<file path="config.mk">
export PLATFORM = sky130hd
export DESIGN_NAME = axi3_txn_tracker
export DESIGN_NICKNAME = d
export VERILOG_FILES = /design/src/rtl/axi3_metrics_pkg.sv /design/src/rtl/axi3_ts_fifo.sv /design/src/rtl/axi3_txn_tracker.sv
export SDC_FILE = /design/constraint.sdc
export NUM_CORES = 1
export LEC_CHECK = 0
export ABC_AREA = 1
export CORE_UTILIZATION = 25
export CTS_BUF_LIST = sky130_fd_sc_hd__clkbuf_8
export DETAILED_ROUTE_END_ITERATION = 12
export SYNTH_ARGS = -nofsm -noshare
export SYNTH_HDL_FRONTEND = slang
export SYNTH_SLANG_ARGS = --single-unit
export TNS_END_PERCENT = 100
</file>
<file path="constraint.sdc">
create_clock -name ACLK -period 5.5 [get_ports ACLK]
set_input_delay 0.825 -clock ACLK [delete_from_list [all_inputs] [get_ports ACLK]]
set_output_delay 0.825 -clock ACLK [all_outputs]
set_load 0.03 [all_outputs]
</file>
<file path="src/rtl/axi3_metrics_pkg.sv">
// Shared constants and event type for the AXI3 transaction tracker and metrics counter.
package axi3_metrics_pkg;

    localparam logic [1:0] RESP_OKAY   = 2'b00;
    localparam logic [1:0] RESP_EXOKAY = 2'b01;
    localparam logic [1:0] RESP_SLVERR = 2'b10;
    localparam logic [1:0] RESP_DECERR = 2'b11;

    localparam int unsigned ERR_WR_OVF = 0;
    localparam int unsigned ERR_RD_OVF = 1;
    localparam int unsigned ERR_ORPHAN = 2;
    localparam int unsigned ERR_ORDER  = 3;

    // Widest latency field carried by an event; trackers zero-extend into it.
    localparam int unsigned EVT_LAT_W = 64;

    typedef struct packed {
        logic [EVT_LAT_W-1:0] lat;
        logic [4:0]           beats;
        logic                 resp_err;
    } evt_t;

endpackage

</file>
<file path="src/rtl/axi3_ts_fifo.sv">
// Synchronous FIFO of issue records; a push while full is taken only if a pop happens too.
module axi3_ts_fifo #(
    parameter int unsigned WIDTH = 8,
    parameter int unsigned DEPTH = 8
) (
    input  logic             clk,
    input  logic             rst,
    input  logic             push,
    input  logic             pop,
    input  logic [WIDTH-1:0] wdata,
    output logic [WIDTH-1:0] rdata,
    output logic             full,
    output logic             empty
);
    localparam int unsigned AW = $clog2(DEPTH);
    localparam int unsigned CW = AW + 1;

    logic [WIDTH-1:0] mem [DEPTH];
    logic [AW-1:0]    wr_ptr_q, rd_ptr_q;
    logic [CW-1:0]    count_q;
    logic             do_push, do_pop;

    assign empty   = (count_q == '0);
    assign full    = (count_q == CW'(DEPTH));
    assign do_pop  = pop & ~empty;
    assign do_push = push & (~full | do_pop);
    assign rdata   = mem[rd_ptr_q];

    always_ff @(posedge clk or posedge rst) begin
        if (rst) begin
            wr_ptr_q <= '0;
            rd_ptr_q <= '0;
            count_q  <= '0;
        end else begin
            if (do_push) wr_ptr_q <= wr_ptr_q + AW'(1);
            if (do_pop)  rd_ptr_q <= rd_ptr_q + AW'(1);
            count_q <= count_q + CW'(do_push) - CW'(do_pop);
        end
    end

    always_ff @(posedge clk) begin
        if (do_push) mem[wr_ptr_q] <= wdata;
    end

endmodule

</file>
<file path="src/rtl/axi3_txn_tracker.sv">
// Passive AXI3 snoop: matches AW/AR issues to B/final-R in order and emits latency events.
// Define AXI3_TXN_TRACKER_RESP_CHECK_EN to report non-OKAY responses in *_evt_resp_err.
module axi3_txn_tracker
    import axi3_metrics_pkg::*;
#(
    parameter int unsigned DEPTH = 8,
    parameter int unsigned TS_W  = 32,
    parameter int unsigned ID_W  = 6
) (
    input  logic            ACLK,
    input  logic            ARESET,
    input  logic            awvalid,
    input  logic            awready,
    input  logic [ID_W-1:0] awid,
    input  logic [3:0]      awlen,
    input  logic            arvalid,
    input  logic            arready,
    input  logic [ID_W-1:0] arid,
    input  logic [3:0]      arlen,
    input  logic            bvalid,
    input  logic            bready,
    input  logic [ID_W-1:0] bid,
    input  logic [1:0]      bresp,
    input  logic            rvalid,
    input  logic            rready,
    input  logic            rlast,
    input  logic [ID_W-1:0] rid,
    input  logic [1:0]      rresp,
    input  logic            err_clr,
    output logic            wr_evt_valid,
    output logic [TS_W-1:0] wr_evt_lat,
    output logic [4:0]      wr_evt_beats,
    output logic            wr_evt_resp_err,
    output logic            rd_evt_valid,
    output logic [TS_W-1:0] rd_evt_lat,
    output logic [4:0]      rd_evt_beats,
    output logic            rd_evt_resp_err,
    output logic [3:0]      err
);
    // Entry layout: {issue timestamp, id, beat count}
    localparam int unsigned ENT_W = TS_W + ID_W + 5;

    logic [TS_W-1:0]  ts_q;
    logic [4:0]       rbeats_q, rd_beats;
    logic [3:0]       err_q, err_set;
    logic             wr_vld_q, rd_vld_q;
    evt_t             wr_evt_q, rd_evt_q;
    logic             aw_hs, ar_hs, b_hs, r_hs, rl_hs;
    logic             wr_full, wr_empty, rd_full, rd_empty, wr_pop, rd_pop;
    logic [ENT_W-1:0] wr_head, rd_head;
    logic             wr_resp_err, rd_resp_err;

    assign aw_hs    = awvalid & awready;
    assign ar_hs    = arvalid & arready;
    assign b_hs     = bvalid & bready;
    assign r_hs     = rvalid & rready;
    assign rl_hs    = r_hs & rlast;
    assign wr_pop   = b_hs & ~wr_empty;
    assign rd_pop   = rl_hs & ~rd_empty;
    assign rd_beats = rbeats_q + 5'd1;

    axi3_ts_fifo #(.WIDTH(ENT_W), .DEPTH(DEPTH)) u_wr_fifo (
        .clk   (ACLK),
        .rst   (ARESET),
        .push  (aw_hs),
        .pop   (b_hs),
        .wdata ({ts_q, awid, 5'(awlen) + 5'd1}),
        .rdata (wr_head),
        .full  (wr_full),
        .empty (wr_empty)
    );

    axi3_ts_fifo #(.WIDTH(ENT_W), .DEPTH(DEPTH)) u_rd_fifo (
        .clk   (ACLK),
        .rst   (ARESET),
        .push  (ar_hs),
        .pop   (rl_hs),
        .wdata ({ts_q, arid, 5'(arlen) + 5'd1}),
        .rdata (rd_head),
        .full  (rd_full),
        .empty (rd_empty)
    );

    always_comb begin
        err_set = '0;
        err_set[ERR_WR_OVF] = aw_hs & wr_full & ~wr_pop;
        err_set[ERR_RD_OVF] = ar_hs & rd_full & ~rd_pop;
        err_set[ERR_ORPHAN] = (b_hs & wr_empty) | (rl_hs & rd_empty);
        err_set[ERR_ORDER]  = (wr_pop & (bid != wr_head[ID_W+4:5]))
                            | (rd_pop & ((rid != rd_head[ID_W+4:5]) | (rd_beats != rd_head[4:0])));
    end

`ifdef AXI3_TXN_TRACKER_RESP_CHECK_EN
    logic rerr_q;

    assign wr_resp_err = (bresp != RESP_OKAY);
    assign rd_resp_err = rerr_q | (rresp != RESP_OKAY);

    always_ff @(posedge ACLK or posedge ARESET) begin
        if (ARESET)     rerr_q <= 1'b0;
        else if (rl_hs) rerr_q <= 1'b0;
        else if (r_hs)  rerr_q <= rd_resp_err;
    end
`else
    logic unused_resp;

    assign unused_resp = ^{bresp, rresp};
    assign wr_resp_err = 1'b0;
    assign rd_resp_err = 1'b0;
`endif

    always_ff @(posedge ACLK or posedge ARESET) begin
        if (ARESET) begin
            ts_q     <= '0;
            rbeats_q <= '0;
            err_q    <= '0;
            wr_vld_q <= 1'b0;
            rd_vld_q <= 1'b0;
            wr_evt_q <= '0;
            rd_evt_q <= '0;
        end else begin
            ts_q     <= ts_q + TS_W'(1);
            err_q    <= (err_clr ? 4'b0 : err_q) | err_set;
            wr_vld_q <= wr_pop;
            rd_vld_q <= rd_pop;
            if (rl_hs)     rbeats_q <= '0;
            else if (r_hs) rbeats_q <= rd_beats;
            if (wr_pop) begin
                wr_evt_q.lat      <= EVT_LAT_W'(ts_q - wr_head[ENT_W-1 -: TS_W]);
                wr_evt_q.beats    <= wr_head[4:0];
                wr_evt_q.resp_err <= wr_resp_err;
            end
            if (rd_pop) begin
                rd_evt_q.lat      <= EVT_LAT_W'(ts_q - rd_head[ENT_W-1 -: TS_W]);
                rd_evt_q.beats    <= rd_beats;
                rd_evt_q.resp_err <= rd_resp_err;
            end
        end
    end

    if (TS_W < EVT_LAT_W) begin : g_lat_pad
        logic unused_lat_hi;
        assign unused_lat_hi = ^{wr_evt_q.lat[EVT_LAT_W-1:TS_W], rd_evt_q.lat[EVT_LAT_W-1:TS_W]};
    end

    assign wr_evt_valid    = wr_vld_q;
    assign wr_evt_lat      = wr_evt_q.lat[TS_W-1:0];
    assign wr_evt_beats    = wr_evt_q.beats;
    assign wr_evt_resp_err = wr_evt_q.resp_err;
    assign rd_evt_valid    = rd_vld_q;
    assign rd_evt_lat      = rd_evt_q.lat[TS_W-1:0];
    assign rd_evt_beats    = rd_evt_q.beats;
    assign rd_evt_resp_err = rd_evt_q.resp_err;
    assign err             = err_q;

endmodule
</file>
# Yosys cells after proc, flatten, opt, wreduce, memory -nomap -nowiden
# Memories as Yosys holds them, arrays and structs flattened.
# Cells that the tools add are included.
# totals
mem_count	2
ram_bits	688
reg_bits	137
wordCells	75
in_bits	48
# classes
bitwise	29
reduce_logical	3
n_eq_ne	5
mux	7
add_sub_neg	14
# memory_table
memory	words	width	rd	rd_clocked_by_memory_dff	write_ports	line_no	text
u_rd_fifo.mem	8	43	1	0	1	axi3_ts_fifo.sv:18	logic [WIDTH-1:0] mem [DEPTH];
u_wr_fifo.mem	8	43	1	0	1	axi3_ts_fifo.sv:18	
# op_table
cell	n
32-bit subtractor	2
32-bit by 1-bit adder with 32-bit output (second input constant)	1
1-bit AND	17
3-bit by 1-bit adder with 3-bit output (second input constant)	4
6-bit != test	2
4-bit by 1-bit adder with 5-bit output (second input constant)	2
5-bit two-way mux	2
4-bit by 1-bit adder with 4-bit output	2
4-bit == test (second input constant)	2
4-bit logical NOT	2
4-bit by 1-bit subtractor with 4-bit output	2
1-bit inverter	6
5-bit by 1-bit adder with 5-bit output (second input constant)	1
5-bit != test	1
1-bit OR	5
1-bit two-way mux	4
4-bit two-way mux	1
4-bit OR	1
2-bit nonzero test	1

# Longest topological paths before layout
# Gate-level depths: netlist of the first run.
# depth
depth_word	7
ltp_mapped	22
depth_no_buf	19

# Cells and area by module
# A second synthesis of the first run with hierarchy kept.
# unflattened
hier_cells	4024
hier_area_um2	38857.3
# modules_own_cells
mod	instances	area_per_inst_um2	seq_area_each_um2	cells_each
axi3_ts_fifo	2	14447.6	10580.1	1219
axi3_txn_tracker	1	9962.1	2927.8	1586

# Worst setup path after synthesis of the first run
# OpenSTA, ideal clock, no wires.
# synth_timing
kind	input port to flip-flop
startpoint	in rvalid
endpoint	mem u_rd_fifo.mem[0][0] (netlist name) (enable)
t_arrival_ns	3.576
path_slack_ns	1.480
n_path_buf	0
required_time_ns	5.057
setup_ns	0.443
cell_stages	7
path_cell_list	nand2_1 > nor2_1 > nand2_1 > a21oi_2 > inv_1 > or2_1 > nor2_1
# synth_between
elab_chain_len	7
# synth_lines
element	line_no	text
from (decl)	axi3_txn_tracker.sv:24	input logic rvalid,
1-bit AND	axi3_txn_tracker.sv:56	assign r_hs = rvalid & rready;
1-bit AND	axi3_txn_tracker.sv:57	assign rl_hs = r_hs & rlast;
1-bit AND	axi3_ts_fifo.sv:25	assign do_pop = pop & ~empty;
1-bit OR	axi3_ts_fifo.sv:26	assign do_push = push & (~full | do_pop);
1-bit AND	axi3_ts_fifo.sv:26	
named net u_rd_fifo.do_push	axi3_ts_fifo.sv:21	logic do_push, do_pop;
1-bit two-way mux	axi3_ts_fifo.sv:42	if (do_push) mem[wr_ptr_q] <= wdata;
1-bit two-way mux (not written as such)	axi3_ts_fifo.sv:42	
to (decl)	axi3_ts_fifo.sv:18	
# The timed path passes the listed nets, and every way through them passes these cells.

# Worst setup path in the final report of the first run
# layout_timing
startpoint	reg u_wr_fifo.rd_ptr_q[0]
endpoint	reg wr_evt_q (netlist bit wr_evt_lat[28])
# layout_between
elab_chain_len	2
# layout_lines
element	line_no	text
from (decl)	axi3_ts_fifo.sv:19	logic [AW-1:0] wr_ptr_q, rd_ptr_q;
from (signal assigned)	axi3_ts_fifo.sv:36	if (do_pop) rd_ptr_q <= rd_ptr_q + AW'(1);
memory read 8 x 43 bit	n/a	
32-bit subtractor	axi3_txn_tracker.sv:129	wr_evt_q.lat <= EVT_LAT_W'(ts_q - wr_head[ENT_W-1 -: TS_W]);
to (decl)	axi3_txn_tracker.sv:47	evt_t wr_evt_q, rd_evt_q;
# No other way between the ends.
# A chain may end at the register's enable or synchronous reset.

==> results.md, run 1 <==
## Global route
* fraction of met2 tracks used by global routing: 0.219
* total routing resource utilization after global routing: 0.127
* number of global-route vias before repair: 23,900
* met3 routing resource usage after global routing: 0.0174
* met1 capacity usage during global routing: 0.162
* most crowded layer after global routing: met2
* antenna violations before repair: 1
* overall overflow remaining after global route: 0
* wire length of the first global-routing pass: 145,000 um
* largest net degree at the start of global routing: 176

## Placement
* IO buf count: 123
* placed cell areas: 40,200 sq um
* placer's final routability congestion estimate: 0.911
* worst slack after detailed placement: 1430 ps
* total half-perimeter wirelength after legalization and detailed placement: 56,900 um
* Post-Place Cells: 5,274

## Worst setup path
* sort of element at the start of the critical path: flip-flop
* WP data arrival: 4800 ps
* element type at the critical path end: flip-flop
* crit path cell chain: inv_4, buf_4, o21ai_0, o22ai_1, nor2_1, a31oi_1, ha_1, fa_1, inv_1, nand2_1, o21ai_1, nand2_1, nand2_1, nand2_1, nand2_1, nand2_1, nand2_1, nand2_1, nand3_1, nand2_1
* slowest stage cell, crit path: sky130_fd_sc_hd__dfrtp_4
* gate family responsible for the most delay along the worst path: simple AND/OR/NAND/NOR gates
* required time of the critical path: 6180 ps
* crit path max fanout: 80
* worst r2r dst: wr_evt_lat[28]$_DFFE_PP0P_
* Largest stage delay, worst path: 760 ps
* Worst R2R Start: u_wr_fifo.rd_ptr_q[0]$_DFFE_PP0P_
* CP most frequent cell: sky130_fd_sc_hd__nand2_1
* buffers and inverters on the worst path: 3
* internal reg-to-reg setup slack: 1370 ps
* Register-to-Register Path Depth: 20
* kind of critical path: flip-flop to flip-flop

## Timing
* worst-margin pin slew: 1000 ps
* max frequency: 242 MHz
* final-layout worst hold slack: 395 ps
* unrepaired setup endpoints after global routing: no
* tightest slew margin relative to the limit: 0.332
* minimum setup slack in the final design: 1370 ps
* fin crit share: 0.750
* setup_tns: 0 ps
* min cycle time layout: 4130 ps
* worst clock skew on the final layout: 40.7 ps
* Setup violations, final: 0
* final hold violation count: 0
* Final Max Tran Viols: 0

## Logic synthesis
* Avg Cell Area, Syn: 11.0 sq um
* Adder-Cell Fraction of Synth Area: 0.0323
* post-synth top area cell: sky130_fd_sc_hd__edfxtp_1
* Yosys warnings: 0
* count of cell types in the netlist: 49
* #FFs+latches synth: 825
* count of flip-flops with a built-in enable after synthesis: 688
* Mapped Area: 36,600 sq um
* mux cell area share after synthesis: 0
* simple-gate share of the synthesized area: 0.148
* combinational family with the most area after synthesis: simple AND/OR/NAND/NOR gates
* sequential share of the synthesized area: 0.658
* top-area cell type share of the netlist area: 0.564
* fraction of registers with async set/reset: 0.166
* XOR/XNOR share of the synthesized area: 0.0177
* top_reg_cell synth: sky130_fd_sc_hd__edfxtp_1
* fraction of the mapped netlist area in compound gates: 0.103
* Post-Syn Instances: 3,324
* cell types occupying the most area after synthesis: sky130_fd_sc_hd__edfxtp_1 (56%), sky130_fd_sc_hd__dfrtp_1 (9.4%), sky130_fd_sc_hd__nand2_1 (6.3%)

## Clock network
* H-tree levels: 3
* hold buffers post-CTS: 0
* clock insertion delay at the later pin of the skew report: 820 ps
* cts repair resizes: 0
* CTS sink count: 825
* TritonCTS clock tree: done
* worst-case clock buffer depth: 3
* clock buffers created by TritonCTS: 116
* Worst-path clk slew: 70 ps
* number of post-CTS setup repair buffers: 0
* Root Driver: sky130_fd_sc_hd__clkbuf_8

## Drt
* Routed Antenna Nets: 0
* 1st-iter DRT viols: 2,110
* Via Count: 24,900
* via count normalized by instance count: 4.52
* total DRC errors in the routed layout: 0
* routed wire length per instance: 17.3 um
* total routed wirelength: 95,000 um
* First-pass DRT Iterations: 5

## Floorplan
* Initial Util: 0.252
* Vert. Die Dim: 385 um
* full die area: 148,000 sq um
* Std-Cell Rows: 140
* chip width: 385 um
* IO Pins: 130
* standard cell core area: 146,000 sq um

## Pwr
* leakage power figure: 15.8 nW
* PwrDens: 486 nW/um^2
* maximum vdd ir drop: 415 uV
* total power: 20.7 mW

## Final layout
* final instance area: 42,600 sq um
* fraction of layout instances using a drive strength above 1: 0.0749
* layout net count: 3,615
* final cell utilization of the core: 0.292
* Synth-to-Final Area Change: 16.2%
* final std cells w/o fill: 5,497

## Run status
* status: completed

## Job
* Max-Cap Viols: 0

## Hold path
* Hold WC Path Type: input port to async pin

-- worst register-to-register path: cells and delay by family (launching register included) --
kind	cells	cell delay, ps
AOI/OAI and AO/OA	4	580
and+or+nand+nor	11	1090
adders and majority gates	2	630
DFF	1	760
buffers and inverters	3	970
-- cell usage in the layout (no fill, tap or decap), types with 50 or more instances in the layout --
cell / count
sky130_fd_sc_hd__edfxtp_1: 688
sky130_fd_sc_hd__nand2_1: 612
sky130_fd_sc_hd__nor2_1: 411
sky130_fd_sc_hd__o21ai_0: 398
sky130_fd_sc_hd__inv_1: 245
sky130_fd_sc_hd__nand3_1: 192
sky130_fd_sc_hd__dfrtp_1: 131
sky130_fd_sc_hd__clkbuf_8: 129
sky130_fd_sc_hd__clkdlybuf4s50_1: 123
sky130_fd_sc_hd__ha_1: 88
sky130_fd_sc_hd__a21oi_1: 77
sky130_fd_sc_hd__o22ai_1: 71
sky130_fd_sc_hd__o221ai_1: 65
sky130_fd_sc_hd__buf_4: 50
-- area by class of cell --
type	count	area, sq um
clock buffer	129	1780
fill	14800	103000
sequential	825	24100
clock inverter	93	571
multi-input combinational	2140	11200
tap	1917	2400
inverter	212	806
antenna	1	2.50
timing repair buffer	180	1750
-- cells by family after synthesis --
kind of cell,Yosys count
fa+ha+maj,92
compound gates,666
other cells,1
flops,825
simple gates,1307
buf+inv,360
xor+xnor,73
-- synth_stat cells, drive strengths merged, types with 5 or more instances --
cell,number
nor2,431
clkbuf,73
ha,88
o221ai,65
a31oi,7
nand2,616
xnor2,33
o21a,8
nor3,26
inv,211
o21ai,417
o22ai,71
xor2,40
a21oi,79
edfxtp,688
nand4,9
nor4,6
o21bai,9
dfrtp,137
o211ai,6
nand3b,16
nand3,196
buf,75
or2,5
-- where the power goes --
group | internal (mW) | switching [mW]
sequential | 7.47 | 0.466
combinational | 2.56 | 5.42
clock | 2.38 | 2.39
-- flip-flops by register name, summed over array words and instances (netlist names), 5 cells and up --
signal         flops
wr_evt_beats       5
u_wr_fifo.mem    344
rbeats_q           5
u_rd_fifo.mem    344
rd_evt_beats       5
wr_evt_lat        32
ts_q              32
rd_evt_lat        32
-- per-layer routing --
metal | vias to the layer above | wire, um
li1 | 12000 | -
met1 | 12100 | 40900
met2 | 636 | 47300
met3 | 129 | 4430
met4 | 0 | 2390
met5 | - | 0
-- worst max path at each step --
stage | from | end | slack (ps) | cells after the start
floorplan | ARESET | err[0]$_DFF_PP0_ | 1010 | 1
global placement | u_wr_fifo.rd_ptr_q[0]$_DFFE_PP0P_ | wr_evt_lat[28]$_DFFE_PP0P_ | 1450 | 20
detailed placement | u_wr_fifo.rd_ptr_q[0]$_DFFE_PP0P_ | wr_evt_lat[28]$_DFFE_PP0P_ | 1430 | 20
CTS | u_wr_fifo.rd_ptr_q[0]$_DFFE_PP0P_ | wr_evt_lat[28]$_DFFE_PP0P_ | 1410 | 20
global route | u_wr_fifo.rd_ptr_q[0]$_DFFE_PP0P_ | wr_evt_lat[21]$_DFFE_PP0P_ | 1070 | 19
finish | u_wr_fifo.rd_ptr_q[0]$_DFFE_PP0P_ | wr_evt_lat[28]$_DFFE_PP0P_ | 1370 | 20
No activity file was read; power rests on OpenSTA's default activity.
==> inputs of run 2 (changes only) <==
- clock period: 5.5 -> 4.35 ns (I/O delays scaled with it)
==> run 2 against run 1 <==
Wire length rose by 1.6%. Sequential share of layout area fell by 0.20 points. Hold slack got worse by 130 ps. Clock power rose by 26%. Cell count rose by 0.40%. Core utilization rose by 0.10 points. First-iteration DRC count fell by 19%. Non-clock buffer count rose by 22. Sequential power rose by 26%. Critical path depth fell by 6.
==> results.md, run 2 (synthesized netlist as in run 1, its figures left out) <==
## Final layout
* leading cell type in the layout, fill and taps excluded: sky130_fd_sc_hd__edfxtp_1
* Synth-to-Final Area Change: 16.6%
* layout net count: 3,639, +0.66%
* fraction of layout instances using a drive strength above 1: 0.0803, +0.00537
* count of filler cells inserted in the layout: 14,800, +0.19%
* final std cells w/o fill: 5,519, +0.40%
* highest-count cells in the layout ignoring fill and taps: sky130_fd_sc_hd__edfxtp_1 (688), sky130_fd_sc_hd__nand2_1 (612), sky130_fd_sc_hd__nor2_1 (411)
* registers with the most flip-flops: u_rd_fifo.mem (344), u_wr_fifo.mem (344)

## Worst setup path
* WP data arrival: 4350 ps, -450 ps
* gate family responsible for the most delay along the worst path: compound AO/OA/AOI/OAI gates
* element type at the critical path end: flip-flop
* Largest stage delay, worst path: 650 ps, -110 ps
* buffers and inverters on the worst path: 2, -1
* sort of element at the start of the critical path: flip-flop
* required time of the critical path: 5020 ps, -1160 ps
* kind of critical path: flip-flop to flip-flop
* crit path max fanout: 100, +25%
* crit path cell chain: buf_12, buf_4, o21ai_0, o221ai_1, o21ai_0, ha_1, a21oi_1, o21ai_0, a21oi_1, nor2_1, nor2_1, nand3_1, nand3_1, nand2_1
* CP most frequent cell: sky130_fd_sc_hd__o21ai_0
* slowest stage cell, crit path: sky130_fd_sc_hd__dfrtp_4

## Clock network
* Worst-path clk slew: 70 ps, about the same
* clock insertion delay at the later pin of the skew report: 810 ps, about the same
* clock buffers created by TritonCTS: 118, +1.7%
* CTS sink count: 825, unchanged
* worst-case clock buffer depth: 3, unchanged
* H-tree levels: 3, unchanged
* TritonCTS clock tree: done
* cts repair resizes: 0, unchanged
* number of post-CTS setup repair buffers: 0, unchanged
* hold buffers post-CTS: 0, unchanged
* Root Driver: sky130_fd_sc_hd__clkbuf_8

## Timing
* min cycle time layout: 3670 ps, -454 ps
* worst clock skew on the final layout: 38.1 ps, -2.55 ps
* unrepaired setup endpoints after global routing: no
* Final Max Tran Viols: 0, unchanged
* tightest slew margin relative to the limit: 0.397, +0.0648
* Setup violations, final: 0, unchanged
* worst-margin pin slew: 905 ps, -94.9 ps
* fin crit share: 0.844, +0.0940
* setup_tns: 0 ps, unchanged
* max frequency: 272 MHz, +12%
* final hold violation count: 0, unchanged

## Pwr
* total power: 26.3 mW, +27%
* PwrDens: 616 nW/um^2, +27%
* leakage power figure: 15.9 nW, +0.86%
* maximum vdd ir drop: 418 uV, +0.74%

## Floorplan
* IO Pins: 130, unchanged
* Std-Cell Rows: 140, unchanged
* Initial Util: 0.252, unchanged
* chip width: 385 um, unchanged
* full die area: 148,000 sq um, unchanged
* standard cell core area: 146,000 sq um, unchanged
* Vert. Die Dim: 385 um, unchanged

## Drt
* via count normalized by instance count: 4.55, +0.50%
* 1st-iter DRT viols: 1,708, -19%
* Routed Antenna Nets: 0, unchanged
* total routed wirelength: 96,500 um, +1.6%
* routed wire length per instance: 17.5 um, +1.2%
* First-pass DRT Iterations: 5, unchanged
* total DRC errors in the routed layout: 0, unchanged
* Via Count: 25,100, +0.90%

## Global route
* largest net degree at the start of global routing: 119, -32%
* number of global-route vias before repair: 24,300, +1.7%
* total routing resource utilization after global routing: 0.128, +0.00155
* overall overflow remaining after global route: 0, unchanged
* antenna violations before repair: 1, unchanged
* wire length of the first global-routing pass: 146,000 um, +0.88%

## Hold path
* Hold WC Path Type: input port to async pin

## Placement
* total half-perimeter wirelength after legalization and detailed placement: 59,400 um, +4.4%
* IO buf count: 123, unchanged
* Post-Place Cells: 5,296, +0.42%
* placer's final routability congestion estimate: 0.918, +0.80%

## Job
* Max-Cap Viols: 0, unchanged

## Run status
* status: completed

-- run 2: changes by cell type in the layout (fill, tap and decap cells not counted), sizes merged --
cell / before / now
inv: 257 / 261
buf: 57 / 79
clkinv: 41 / 36
clkbuf: 129 / 130
-- run 2: routing by layer --
metal,global-route usage,vias up,part of all wire
met5,0,-,0
met4,0.0484,0,0.031
met3,0.0160,144,0.044
met2,0.223,609,0.50
met1,0.161,12300,0.43
li1,-,12000,-
-- run 2: stage by stage --
step | worst slack, ps | utilization | hold slack [ps] | cell area, sq um
5_1_grt | 328 | 0.293 | 275 | 42700
3_3_place_gp | 839 | 0.277 | 471 | 40400
4_1_cts | 755 | 0.293 | 225 | 42700
2_1_floorplan | 29.7 | - | 472 | 36600
3_5_place_dp | 792 | 0.277 | 477 | 40400
6_report | 677 | 0.293 | 267 | 42700
-- run 2: final timing paths --
kind	from	to	slack, ps	cells after the start
max	u_wr_fifo.rd_ptr_q[0]$_DFFE_PP0P_	wr_evt_lat[27]$_DFFE_PP0P_	680	14
min	ARESET	wr_evt_beats[1]$_DFFE_PP0P_	270	2
max reg2reg	u_wr_fifo.rd_ptr_q[0]$_DFFE_PP0P_	wr_evt_lat[27]$_DFFE_PP0P_	680	14
min reg2reg	rd_evt_lat[20]$_DFFE_PP0P_	rd_evt_lat[20]$_DFFE_PP0P_	490	2
max in group asynchronous	ARESET	u_wr_fifo.rd_ptr_q[0]$_DFFE_PP0P_	3070	3
min in group ACLK	rd_evt_lat[20]$_DFFE_PP0P_	rd_evt_lat[20]$_DFFE_PP0P_	490	2
-- run 2: area by class of cell --
type / count / area (sq um) / share of cell area
Tap cell: 1917 / 2400 / 0.0562
Inverter: 212 / 806 / 0.0189
Clock buffer: 130 / 1790 / 0.0419
Multi-Input combinational cell: 2140 / 11200 / 0.261
Timing Repair Buffer: 202 / 1910 / 0.0448
Sequential cell: 825 / 24100 / 0.564
Clock inverter: 92 / 539 / 0.0126
Antenna cell: 1 / 2.50 / 0.0000586
-- run 2: power breakdown --
part / switching, mW / internal [mW] / leakage, nW / total [mW]
clock network: 3.01 / 3.01 / 1.36 / 6.02
registers: 0.557 / 9.44 / 8.01 / 10.0
logic: 6.92 / 3.36 / 6.56 / 10.3
